File: src/rtl/dottori_ioctl_pkg.sv
// Shared types and constants for the ioctl upload path.
`default_nettype none

package dottori_ioctl_pkg;

  localparam int IOCTL_ADDR_W = 25;
  localparam int MEM_ADDR_W   = 14;
  localparam logic [7:0] FILL_BYTE = 8'hFF;

  typedef enum logic [1:0] {
    IDLE = 2'd0,
    REQ  = 2'd1,
    DATA = 2'd2,
    DONE = 2'd3
  } state_e;

endpackage

`default_nettype wire

File: src/rtl/upload_reader.sv
// Serves host ioctl upload reads of one RAM window through an arbitrated memory port.
// Optional UPLOAD_CHECKSUM_EN adds a running 16-bit sum of returned bytes on upload_sum.
`default_nettype none

module upload_reader
  import dottori_ioctl_pkg::*;
#(
  parameter logic [7:0] INDEX = 8'd2,
  parameter int         SIZE  = 16384
) (
  input  logic                    CLK_4M,
  input  logic                    nRESET,
  input  logic                    ioctl_upload,
  input  logic                    ioctl_rd,
  input  logic [IOCTL_ADDR_W-1:0] ioctl_addr,
  input  logic [7:0]              ioctl_index,
  output logic [7:0]              ioctl_din,
  output logic                    ioctl_wait,
  output logic                    mem_req,
  input  logic                    mem_gnt,
  output logic [MEM_ADDR_W-1:0]   mem_addr,
  input  logic [7:0]              mem_data,
  output logic                    upload_active
`ifdef UPLOAD_CHECKSUM_EN
  ,
  output logic [15:0]             upload_sum
`endif
);

  state_e                  state_q, state_d;
  logic [7:0]              din_q, din_d;
  logic [MEM_ADDR_W-1:0]   addr_q, addr_d;
  logic                    wait_q, wait_d;
  logic                    req_q, req_d;
  logic                    load_d;

  assign upload_active = ioctl_upload && (ioctl_index == INDEX);

  always_comb begin
    state_d = state_q;
    din_d   = din_q;
    addr_d  = addr_q;
    load_d  = 1'b0;
    // Losing the session overrides everything, including a read in the same cycle.
    if (!upload_active) begin
      state_d = IDLE;
    end else begin
      unique case (state_q)
        IDLE: begin
          if (ioctl_rd) begin
            if (ioctl_addr < IOCTL_ADDR_W'(SIZE)) begin
              state_d = REQ;
              addr_d  = ioctl_addr[MEM_ADDR_W-1:0];
            end else begin
              state_d = DONE;
              din_d   = FILL_BYTE;
              load_d  = 1'b1;
            end
          end
        end
        REQ:  if (mem_gnt) state_d = DATA;
        DATA: begin
          din_d   = mem_data;
          load_d  = 1'b1;
          state_d = DONE;
        end
        DONE: state_d = IDLE;
        default: state_d = IDLE;
      endcase
    end
    wait_d = (state_d != IDLE);
    req_d  = (state_d == REQ);
  end

  always_ff @(posedge CLK_4M) begin
    if (!nRESET) begin
      state_q <= IDLE;
      din_q   <= 8'h00;
      addr_q  <= '0;
      wait_q  <= 1'b0;
      req_q   <= 1'b0;
    end else begin
      state_q <= state_d;
      din_q   <= din_d;
      addr_q  <= addr_d;
      wait_q  <= wait_d;
      req_q   <= req_d;
    end
  end

  assign ioctl_din  = din_q;
  assign ioctl_wait = wait_q;
  assign mem_req    = req_q;
  assign mem_addr   = addr_q;

`ifdef UPLOAD_CHECKSUM_EN
  logic        active_q;
  logic [15:0] sum_q, sum_d;

  // A byte loaded in the same cycle a session starts still counts toward the new session.
  always_comb begin
    sum_d = (upload_active && !active_q) ? 16'h0000 : sum_q;
    if (load_d) sum_d = sum_d + {8'h00, din_d};
  end

  always_ff @(posedge CLK_4M) begin
    if (!nRESET) begin
      active_q <= 1'b0;
      sum_q    <= 16'h0000;
    end else begin
      active_q <= upload_active;
      sum_q    <= sum_d;
    end
  end

  assign upload_sum = sum_q;
`endif

endmodule

`default_nettype wire

File: config.mk
export PLATFORM = sky130hd
export DESIGN_NAME = upload_reader
export DESIGN_NICKNAME = d
export VERILOG_FILES = /design/src/rtl/dottori_ioctl_pkg.sv /design/src/rtl/upload_reader.sv
export SDC_FILE = /design/constraint.sdc
export NUM_CORES = 1
export LEC_CHECK = 0
export BUFFER_PORTS_ARGS = -buffer_cell sky130_fd_sc_hd__buf_2
export CORE_UTILIZATION = 30
export CTS_BUF_LIST = sky130_fd_sc_hd__clkbuf_8
export CTS_CLUSTER_DIAMETER = 100
export DETAILED_ROUTE_END_ITERATION = 8
export PLACE_DENSITY_LB_ADDON = 0.25
export SYNTH_ARGS = -nofsm -noshare
export SYNTH_HDL_FRONTEND = slang
export SYNTH_SLANG_ARGS = --single-unit
File: constraint.sdc
create_clock -name CLK_4M -period 4.4 [get_ports CLK_4M]
set_input_delay 0.22 -clock CLK_4M [delete_from_list [all_inputs] [get_ports CLK_4M]]
set_output_delay 0.22 -clock CLK_4M [all_outputs]
set_load 0.02 [all_outputs]
==> metrics.txt <==
I/O Buffers 70; cts-stage hold buffer count 0; PD cells 268.9 nW/um^2; non-filler cells, final 241; Setup CP Type primary input to primary output; Setup Skew 0.005236 ns; aggregate global-route resource usage 0.1542; fin. max-slew vios 0; Starting DRT DRC Count 45; CP Max Fanout 16; unrepaired setup endpoints after global routing false; CTS resizes 0; initial antenna violation count 0; setup bufs post-CTS 0; clk slew on worst S/H paths 0.08 ns; CP Capture Type primary output; Yosys warning count 0; simple-gate share of the synthesized area 0.2053; #FFs+latches synth 26; max-cap violations 0; Seq/Total Area, Yosys 0.4566; global-route wire length before repair 4899 um; CTS Buf Count 3; placed cell area 1503 um^2; largest family of logic cells by synthesized area compound AO/OA/AOI/OAI gates; drc violations 0; CP Data Required Time 4.18 ns; antenna-violating nets left 0; die height 63.64 um; commonest non-fill, non-tap cell in the layout buf_2; Tcrit/Tclk final 0.5061; Most common cell on crit path buf_2; Synth area leaders dfxtp_1, o31ai_1, nand4_1, a21oi_1, mux2i_1; min cycle time layout 2.227 ns; cell taking the most area after synthesis dfxtp_1; Distinct cells, synth 24; final count of negative-setup-slack endpoints 0; die width 63.64 um; syn_area_per_cell 8.768 um^2; total grt overflow 0; HPWL Detailed 2170 um; root cell of the clock tree clkbuf_8; gpl congestion 0.6987; CTS Buffer Depth 2; Initial Util 0.3113; slew margin rel. 0.5790; clock sinks 26; Core Rows 22; H-tree levels 1; crit path DAT 2.01 ns; crit path cell chain buf_2 > or4_4 > or3_1 > inv_2 > buf_2; outcome finished clean; fin nets 240; DRT Pass-1 Iters 4; Synth Cell Area 1140 um^2; most frequent cells in the layout buf_2, dfxtp_1, a21oi_1; WL final 2950 um; Design Area, Final 1558 um^2; final hold violations 0; vias in the first global route 1131; Pleak 0.7327 nW; die area 4050 um^2; Synth Area in Compound Gates 0.2162; Max Clock Freq 449.0 MHz; Worst path slowest cell or3_1; Post-Synth Adder-Cell Area 0; Area growth syn-to-layout 36.66%; worst hold path type primary input to register; mux contribution to synthesized area 0.07025; share of cells above drive strength 1 0.4041; crit-path max cell delay 0.62 ns; vias 1205; insertion delay to the later sink of the worst-skew pair 0.26 ns; via/cell ratio 5.000; num ports 71; Setup TNS Final 0 ns; area fraction of the dominant cell type after synthesis 0.4566; CTS tree done; VDD IR max 0.1088 mV; Worst setup SP type primary input; Core Footprint 3661 um^2; drt wl/cell 12.24 um; xor/xnor share of the synthesized area 0; largest net degree at the start of global routing 18; placed cells 237; ant diodes 0; post-synth net total 176; worst slew pin tran 0.6296 ns; Synth Instances 130
-- area by class of cell --
cell class	instances	area [um^2]
Clock buffer	4	55.05
Fill cell	387	2103
Inverter	3	11.26
Multi-Input combinational cell	90	560.5
Sequential cell	26	520.5
Tap cell	48	60.06
Timing Repair Buffer	70	350.3
-- final timing paths --
kind                  startpoint             to  slack, ns  depth (start not counted)
setup / recovery  ioctl_index[2]  upload_active       2.17                          5
hold / removal     ioctl_addr[3]    mem_addr[3]       0.21                          3
setup reg to reg      state_q[0]   ioctl_din[1]       2.29                          4
hold reg to reg     ioctl_din[7]   ioctl_din[7]       0.46                          2
-- worst max-delay path: cells and delay by family --
family | cells | cell delay, ns
buffers and inverters | 3 | 0.63
and+or+nand+nor | 2 | 1.15
-- flip-flops by register name, indices dropped and copies added, names as in the netlist --
signal and flops:
state_q 2, mem_req 1, ioctl_wait 1, ioctl_din 8
mem_addr 14
-- cell usage after synthesis --
master	n
dfxtp_1	26
a21oi_1	16
nand4_1	15
o31ai_1	14
clkbuf_1	8
mux2i_1	8
nand2_1	8
o21ai_0	8
nor2_1	6
nand2b_1	3
buf_2	2
inv_1	2
nor3_1	2
nor4_1	2
a211o_1	1
a211oi_2	1
and4_1	1
buf_4	1
inv_2	1
nand3_1	1
nor2b_1	1
or3_1	1
or3b_2	1
or4_4	1
-- power by group --
group / switching (mW) / internal [mW]
clock network: 0.0709 / 0.0798
registers: 0.0000563 / 0.235
logic: 0.0161 / 0.0168
-- per-stage QoR --
stage                     worst slack [ns]  hold WS, ns  total power, mW    util
after CTS                            2.203       0.1980           0.4244  0.4255
after global placement               2.227       0.4465           0.2742  0.4105
after detailed placement             2.170       0.4528           0.2739  0.4105
final                                2.173       0.2085           0.4189  0.4255
after global routing                 2.105       0.2058           0.4401  0.4255
after floorplan                      2.586       0.3743           0.2523       -
-- metal layers --
metal | vias up | GRT usage | wire length, um
li1 | 613 | - | -
met1 | 548 | 0.1823 | 1394
met2 | 42 | 0.2580 | 1307
met3 | 2 | 0.04529 | 225
met4 | 0 | 0.06250 | 23
met5 | - | 0 | 0
-- kinds of logic after synthesis --
group                  count (synthesis)
muxes                                  8
DFF                                   26
buffers and inverters                 14
and+or+nand+nor                       42
AOI/OAI and AO/OA                     40
No activity file was read; power rests on OpenSTA's default activity.
